### src/rtl/alu_mc.sv
// alu_mc: multi-cycle ALU with valid/ready input, registered result/flags and a sticky halt.
// Build option: define MULT_EN to include the shift-add multiplier (opcode 7) and its high word (opcode 15).
module alu_mc #(
  parameter int WIDTH = 8,
  parameter int SHW   = $clog2(WIDTH) + 1
) (
  input  logic             clk,
  input  logic             rst_n,
  input  logic             in_valid,
  output logic             in_ready,
  input  logic [WIDTH-1:0] op1,
  input  logic [WIDTH-1:0] op2,
  input  logic [3:0]       operation,
  output logic [WIDTH-1:0] result,
  output logic             out_valid,
  output logic             carry,
  output logic             jump,
  output logic             exit
);
  // state | meaning
  // IDLE  | accepting one operation per cycle
  // MUL   | shift-add multiply in progress, inputs ignored
  // HALT  | exit executed, inputs ignored until reset
  typedef enum logic [1:0] {
    IDLE = 2'd0,
    MUL  = 2'd1,
    HALT = 2'd2
  } state_t;

  state_t             state;
  logic [WIDTH-1:0]   sho;
  logic [SHW-1:0]     shamt;
  logic [2*WIDTH-1:0] shl;
  logic [WIDTH-1:0]   nxt_result;
  logic [WIDTH-1:0]   nxt_sho;
  logic               nxt_carry;

`ifdef MULT_EN
  logic [WIDTH-1:0]   hi;
  logic [WIDTH-1:0]   mplier;
  logic [2*WIDTH-1:0] mcand;
  logic [2*WIDTH-1:0] acc;
  logic [2*WIDTH-1:0] acc_nxt;
  logic [SHW-1:0]     cnt;

  assign acc_nxt = mplier[0] ? (acc + mcand) : acc;
`endif

  assign in_ready = (state == IDLE);

  // Saturate the shift amount so a WIDTH-bit shift still moves op1 entirely into sho.
  assign shamt = (op2 >= WIDTH'(WIDTH)) ? SHW'(WIDTH) : SHW'(op2);
  assign shl   = {{WIDTH{1'b0}}, op1} << shamt;

  always_comb begin
    nxt_result = result;
    nxt_carry  = carry;
    nxt_sho    = sho;
    case (operation)
      4'd0:              {nxt_carry, nxt_result} = {1'b0, op1} + {1'b0, op2};
      4'd1:              nxt_result = op1 >> shamt;
      4'd2:              {nxt_sho, nxt_result} = shl;
      4'd3:              nxt_result = op1 | op2;
      4'd4:              nxt_result = op1 & op2;
      4'd5, 4'd6, 4'd14: nxt_result = op2;
      4'd8:              nxt_result = ~op1;
      4'd9:              nxt_result = {{(WIDTH-1){1'b0}}, (op1 == '0)};
      4'd10:             nxt_result = sho;
      4'd11:             {nxt_carry, nxt_result} = {1'b0, op1} + {{WIDTH{1'b0}}, carry};
`ifdef MULT_EN
      4'd15:             nxt_result = hi;
`endif
      default:           ;
    endcase
  end

  always_ff @(posedge clk or negedge rst_n) begin
    if (!rst_n) begin
      state     <= IDLE;
      result    <= '0;
      out_valid <= 1'b0;
      carry     <= 1'b0;
      sho       <= '0;
      jump      <= 1'b0;
      exit      <= 1'b0;
`ifdef MULT_EN
      hi        <= '0;
      mplier    <= '0;
      mcand     <= '0;
      acc       <= '0;
      cnt       <= '0;
`endif
    end else begin
      out_valid <= 1'b0;
      jump      <= 1'b0;
      case (state)
        IDLE: begin
          if (in_valid) begin
`ifdef MULT_EN
            if (operation == 4'd7) begin
              mcand  <= {{WIDTH{1'b0}}, op1};
              mplier <= op2;
              acc    <= '0;
              cnt    <= SHW'(WIDTH);
              state  <= MUL;
            end else
`endif
            begin
              result    <= nxt_result;
              carry     <= nxt_carry;
              sho       <= nxt_sho;
              out_valid <= 1'b1;
              jump      <= (operation == 4'd14);
              if (operation == 4'd12) begin
                exit  <= 1'b1;
                state <= HALT;
              end
            end
          end
        end
`ifdef MULT_EN
        MUL: begin
          acc    <= acc_nxt;
          mcand  <= mcand << 1;
          mplier <= mplier >> 1;
          cnt    <= cnt - SHW'(1);
          if (cnt == SHW'(1)) begin
            result    <= acc_nxt[WIDTH-1:0];
            hi        <= acc_nxt[2*WIDTH-1:WIDTH];
            out_valid <= 1'b1;
            state     <= IDLE;
          end
        end
`endif
        HALT:    state <= HALT;
        default: state <= IDLE;
      endcase
    end
  end

endmodule

### config.mk
export PLATFORM = sky130hd
export DESIGN_NAME = alu_mc
export DESIGN_NICKNAME = d
export VERILOG_FILES = /design/src/rtl/alu_mc.sv
export SDC_FILE = /design/constraint.sdc
export NUM_CORES = 1
export LEC_CHECK = 0
export ABC_CLOCK_PERIOD_IN_PS = 3540
export BUFFER_PORTS_ARGS = -buffer_cell sky130_fd_sc_hd__buf_2
export CAP_MARGIN = 5
export CORE_ASPECT_RATIO = 1.75
export CORE_MARGIN = 2
export CORE_UTILIZATION = 30
export CTS_BUF_LIST = sky130_fd_sc_hd__clkbuf_16
export CTS_CLUSTER_SIZE = 28
export DETAILED_ROUTE_END_ITERATION = 10
export PLACE_DENSITY_LB_ADDON = 0.05
export SLEW_MARGIN = 25
export SYNTH_ARGS = -nofsm -noshare
export SYNTH_HDL_FRONTEND = slang
export SYNTH_SLANG_ARGS = --single-unit
### constraint.sdc
create_clock -name clk -period 3.54 [get_ports clk]
set_clock_uncertainty 0.1 [all_clocks]
set_input_delay 0.177 -clock clk [delete_from_list [all_inputs] [get_ports clk]]
set_output_delay 0.177 -clock clk [all_outputs]
set_load 0.02 [all_outputs]
Yosys cells after proc, flatten, opt, wreduce, memory -nomap -nowiden --
Index checks and enable logic that the tools add are counted.
Word-level totals: logic and storage cells 51, output and inout bits 13, input port bits 23, flip-flop bits (word level) 22
Cells by class: add/sub/neg operators 2, equal/unequal tests 15, reductions and logical operators 11, mux-type cells 10, bitwise operators 3, magnitude comparators 1, shift-type cells 2
Operator list (count):
- $pmux 8 s10 | 1
- $eq 4x4->1 const B | 6
- $shl 8x4->16 | 1
- $eq 4x3->1 const B | 3
- $reduce_and 3->1 | 4
- $reduce_bool 10->1 | 1
- $add 8x1->9 | 1
- $add 8x8->9 | 1
- $and 8x8->8 | 1
- $eq 4x2->1 const B | 2
- $ge 8x4->1 const B | 1
- $logic_not 8->1 | 1
- $not 8->8 | 1
- $or 8x8->8 | 1
- $shr 8x4->8 | 1
- $eq 4x1->1 const B | 1
- $logic_not 4->1 | 1
- $mux 1 | 4
- $mux 2 | 2
- $mux 4 | 1
- $pmux 2 s2 | 1
- $reduce_or 3->1 | 1
- $eq 2x2->1 const B | 1
- $logic_not 2->1 | 1
- 5 further kinds | 5

Depth between registers and ports, before layout --
Gate-level depths: netlist (run 1).
depth in word-level cells 4, mapped depth 9, mapped depth without buffers 9

Least setup slack after synthesis (run 1) --
OpenSTA, ideal clock, no wires.
path type input -> register, start point input port op2[2], end point register result[6], arrival time 1.915 ns, setup time 0.087 ns, path buffers 1, cell stages on the path 9, data required time 3.353 ns, path slack 1.439 ns, path through buf_2 -> clkinv_1 -> ha_1 -> nor2b_1 -> o31a_1 -> o21ai_0 -> a21boi_0 -> o211a_1 -> a211oi_2
On the way: cells in the longest elaborated chain, start to end 4, elaborated cells on any way between the ends 6, those cells by class add/sub: 1; order compare: 1; shift: 2; mux: 2
Ends and longest elaborated chain:
- from (decl) | line 12 | input logic [WIDTH-1:0] op2,
- $ge 8x4->1 | line 52 | assign shamt = (op2 >= WIDTH'(WIDTH)) ? SHW'(WIDTH) : SHW'(op2);
- $mux 4 | line 52
- $shl 8x4->16 / $shr 8x4->8 (equally long branches) | line 53, 61
- $pmux 8 s10 (*) | line 59 | case (operation)
- to (signal assigned) | line 109 | result <= nxt_result;
- to (decl) | line 14 | output logic [WIDTH-1:0] result,
Every way passes the cells marked *; elsewhere a longest branch is shown, timed or not. A chain may end at the register's enable or synchronous reset.

Final worst setup path (run 1) --
Same ends and word-level chain as after synthesis.

==> flow_summary.ini, run 1 <==
[timing]
setup_viol = 0
worstMarginPinSlew_ns = 0.893
fmax_mhz = 426
drv_slew = 0
maxSlewHeadroom_pct = 40.2
hold_viol = 0
tns_ns = 0
layout_min_cycle_time_ns = 2.35
period_share_pct = 66.3
rsz0062_at_grt = no

[place]
place_congestion = 0.913
hpwl_um = 10100
portBuffers = 35
dp.cells = 516

[die]
die_y_um = 134
core_area_um2 = 9470
dieArea_um2 = 10500
placementRows = 47
dieWidth_um = 78.4
ios = 36
initial_utilization_pct = 30.7

[final_layout]
seqCellArea_um2 = 526
stdcell_count = 521
layout_commonest_cell = nand2_1
multi_input_area_um2 = 2120
area_growth_pct = 9.74
final.fill_count = 1040
drive_gt1_share_pct = 15.5
antenna_cells = 0
final_cell_mix = nand2_1, buf_2, o21ai_0
nets = 442

[clocking]
insertion_delay_ns = 0.26
clk_pin_slew_worst_paths_ns = 0.06
cts.sinks = 21
clock-root-buffer = clkbuf_16
htree_levels = 1
cts_tree = built
numCtsBuffers = 3
clockBufferDepth = 2

[logic_synthesis]
synth_cell_types = 80
ys_seq_elements = 21
async_flop_share_pct = 100
synth_top_cell_by_area = dfrtp_1
syn_nets = 429
syn_inst = 387
synth_top_family_by_area = compound AO/OA/AOI/OAI gates
synth_mux_area_share_pct = 4.70
synth_edf_count = 0
netlist.area_leader.share_pct = 18.1
avgSynthCellArea_um2 = 7.50
synth_area_um2 = 2900
synth_warnings = 0
synth-simple-area-share_pct = 25.5
ys_seq_area_share_pct = 18.1
synth_fa_ha_area_share_pct = 8.44
synthXorXnorAreaFrac_pct = 2.11
yosys-top-cells-area = dfrtp_1, ha_1, nand2_1
synth-compound-area-share_pct = 32.2
synthFlopType = dfrtp_1

[worst_setup_path]
worstPathRequired_ns = 3.62
cp_max_fo = 19
crit_path_end_kind = flip-flop
path_class = input pin to flip-flop
worstSetupStartpointType = input pin
arrival_ns = 2.43

[job]
drv_cap = 0

[drt]
wl_um = 13100
drtPass1Iterations = 5
viasPerCell = 6.10
drc = 0
antenna_left = 0
wl_per_cell_um = 25.2
vias = 3176
drtIter0Drc = 275

[global_routing]
grt_use_met3_pct = 1.48
grt_use_total_pct = 25.3
grt_remaining_overflow = 0
grt_busiest_layer = met2
grt_pass1_vias = 3214
grt_max_degree = 34
grt_pass1_wl_um = 19800
grt.met2_usage_pct = 45.7
met1_usage_pct = 29.0
grt_antenna_before_repair = 0

[power]
p_leak_uw = 0.00130
powerDensity_nw_per_um2 = 237
ir_drop_mv = 0.255

[worst_hold_path]
min_path_type = input pin to flip-flop

[outcome]
status = finished, final reports clean
==> stage by stage <==
step	worst slack (ns)	utilization [%]	hold slack [ns]	total power, uW	instance area [um2]
floorplan	1.44	-	-0.219	417	2900
global placement	0.965	32.7	0.107	505	3100
detailed placement	0.938	32.7	0.102	502	3100
CTS	1.22	33.7	0.0681	757	3190
global route	1.01	33.7	0.0887	795	3190
finish	1.19	33.7	0.0614	757	3190
==> registers in the layout, indices dropped and copies added, names as in the netlist <==
register / flops
result: 8
sho: 8
carry: 1
exit: 1
jump: 1
out_valid: 1
state: 1
==> report_power, final <==
part           switching (uW)  internal (uW)
clock network             101            152
logic                     178           85.1
registers                   0            240
==> critical path, stage by stage <==
cell      delay (ns)
buf_2           0.35
clkinv_1        0.32
ha_1            0.42
nor2b_1         0.17
o31a_1          0.26
o21ai_0         0.20
a21boi_0        0.14
o211a_1         0.25
a211oi_2        0.13
==> cell usage after synthesis, types with 2 or more instances <==
cell type and instances:
a211o_1 2, or4_1 3, nor3_1 16, and3_1 2
clkbuf_1 13, a31oi_1 5, nand3_1 20, o22ai_1 10
buf_4 3, nor4_4 2, a22o_1 3, nor3_2 2
clkinv_1 2, a41oi_1 2, dfrtp_1 21, inv_1 23
o2bb2ai_1 2, a22oi_1 10, nor2b_1 6, o21ai_0 26
inv_2 2, ha_1 18, xnor2_1 6, nor4_1 4
nand2b_1 5, buf_6 2, o211ai_1 6, a21oi_1 20
o31a_1 2, nand2_1 38, or2_1 2, nor4b_1 2
a221oi_1 2, o21ai_1 4, o31ai_1 4, or3_1 2
nor2_1 24, mux4_2 2, a211oi_1 6, o32a_1 3
a21boi_0 2, buf_2 12, mux2i_1 8, o21a_1 2
==> per-layer routing <==
layer	vias to the layer above	routed length, um
li1	1469	-
met3	42	547
met5	-	0
met4	0	803
met1	1525	4950
met2	140	6830
==> final cells by class <==
type | instances | share of cell area [%]
Sequential cell | 21 | 16.5
Timing Repair Buffer | 39 | 6.52
Inverter | 27 | 3.18
Clock buffer | 3 | 2.36
Clock inverter | 1 | 0.157
Multi-Input combinational cell | 308 | 66.5
Tap cell | 122 | 4.79
==> final timing paths <==
path | from | to | slack, ns | depth (start not counted)
hold reg to reg | exit | exit | 0.37 | 1
max in group asynchronous | rst_n | sho[6] | 2.63 | 2
min in group asynchronous | rst_n | result[4] | 0.33 | 2
setup / recovery | op2[2] | result[6] | 1.19 | 9
hold / removal | in_valid | state[1] | 0.06 | 3
setup reg to reg | state[1] | result[4] | 1.21 | 6
==> cell families after synthesis <==
kind of cell    Yosys count
buf+inv                  58
fa+ha+maj                19
compound gates          133
simple gates            138
flops                    21
mux                      11
xor+xnor                  7
==> repair_timing <==
item,CTS,global route
hold endpoints to repair,21,0
setup buffers,0,0
hold buffers,1,0
gates resized for setup,0,0
(Power assumes the default switching activity.)
==> inputs of run 2 (changes only) <==
- ABC_CLOCK_PERIOD_IN_PS: 3540 -> 2300
- clock period: 3.54 -> 2.3 ns (I/O delays scaled with it)
==> flow_summary.ini, run 2 (synthesis results as in run 1) <==
[final_layout]
layout_commonest_cell = buf_4
fin_util_pct = 38.0
design_area_um2 = 3600
final_cell_mix = buf_4, nand2_1, buf_2
area_growth_pct = 24.0
reg_top3 = result (8), sho (8)
final.fill_count = 1037
drive_gt1_share_pct = 24.9
multi_input_area_um2 = 2150
seqCellArea_um2 = 526
nets = 488
antenna_cells = 0

[worst_hold_path]
min_path_cells = 2
min_path_type = input pin to flip-flop
hp-start = operation[3]
holdPathEnd = exit

[power]
p_leak_uw = 0.00154
ir_drop_mv = 0.232
powerDensity_nw_per_um2 = 345

[clocking]
clock-root-buffer = clkbuf_16
clk_pin_slew_worst_paths_ns = 0.07
cts.sinks = 21
insertion_delay_ns = 0.27
post_cts_buffers = 0
htree_levels = 1
clockBufferDepth = 2
numCtsBuffers = 3
cts_tree = built

[worst_setup_path]
cp_max_fo = 3
path_cells = ha_2, ha_2, nand3_1, xnor2_1, nor2_1, a221o_1, a2111oi_2, nor2_1
worstPathRequired_ns = 2.35
arrival_ns = 2.25
crit_path_end_kind = flip-flop
cp_slowest_cell = dfrtp_1
worstSetupStartpointType = flip-flop
max_stage_delay_ns = 0.42
path_class = flip-flop to flip-flop
rrSetupSlack_ns = 0.1
worstReg2RegEnd = result[4]
r2r-start = carry
rr_worst_depth = 8

[die]
die_y_um = 134
dieArea_um2 = 10500
ios = 36
dieWidth_um = 78.4
placementRows = 47
core_area_um2 = 9470
initial_utilization_pct = 30.7

[timing]
setup_ws_ns = 0.0952
drv_slew = 0
period_share_pct = 95.9
rsz0062_at_grt = no
layout_min_cycle_time_ns = 2.20
hold_viol = 0
whs_ns = 0.155
setup_viol = 0
fmax_mhz = 454
worstMarginPinSlew_ns = 0.602
maxSlewHeadroom_pct = 59.7

[place]
hpwl_um = 10600
place_ws_ns = -0.0783
place_congestion = 0.912
place_area_um2 = 3470
portBuffers = 35

[global_routing]
grt_busiest_layer = met2
grt_pass1_vias = 3439
met1_usage_pct = 29.5
grt_antenna_before_repair = 0
grt_use_total_pct = 26.0
grt_use_met3_pct = 2.56
grt_pass1_wl_um = 20400
grt_max_degree = 26
grt.met2_usage_pct = 45.1
grt_remaining_overflow = 0

[drt]
vias = 3392
wl_per_cell_um = 23.2
wl_um = 13200
viasPerCell = 5.98
drtPass1Iterations = 5
drtIter0Drc = 324
drc = 0
antenna_left = 0

[job]
drv_cap = 0

[outcome]
status = finished, final reports clean
## run 2: cell types whose count changed in the layout (fill, tap and decap cells not counted), sizes merged
cell / delta
buf: +45
dlygate4sd3: +1
## run 2: layout make-up
type	count	share of cell area, %
inverter	27	2.81
timing repair buffer	85	16.5
clock buffer	3	2.08
multi-input combinational	308	59.7
clock inverter	1	0.139
sequential	21	14.6
tap	122	4.24
## run 2: per-stage QoR
step,instances,power [uW],setup TNS (ns)
after floorplan,387,642,0
after CTS,567,1250,-0.0291
final,567,1240,0
after global routing,567,1310,0
after detailed placement,561,829,-0.0783
after global placement,561,835,-0.0121
## run 2: what timing repair did
| item | CTS | global route |
|---|---|---|
| resized for setup | 2 | 4 |
| pin swaps | 0 | 0 |
| endpoints found under the hold margin | 22 | 0 |
| hold buffers | 2 | 0 |
| setup endpoints to repair | 2 | 2 |
## run 2: where the power goes
group | leakage (uW) | switching [uW] | internal [uW]
logic | 0.00121 | 286 | 179
clock network | 0.0000409 | 173 | 235
registers | 0.000288 | 0 | 369
total | 0.00154 | 460 | 784
## run 2: routing by layer
metal	wire length (um)	part of all wire (%)	vias up
met5	0	0	-
met4	1010	7.7	0
met3	583	4.4	50
met2	6770	51	149
met1	4800	36	1629
li1	-	-	1564
## run 2: worst max path at each step
stage	startpoint	endpoint	slack [ns]	depth (start not counted)
final	carry	result[4]	0.1	8
after global routing	carry	result[4]	0.006	8
after CTS	carry	result[6]	-0.03	9
after detailed placement	carry	result[4]	-0.08	8
after global placement	carry	result[6]	-0.01	9
after floorplan	carry	result[4]	0.24	8
## run 2: worst max-delay path, delay by kind of cell, from the launching register on
kind,cells,cell delay (ns)
AO/OA/AOI/OAI,2,0.69
XOR/XNOR,1,0.16
adder cells (fa/ha/maj),2,0.43
flip-flops,1,0.42
AND/OR/NAND/NOR,3,0.29
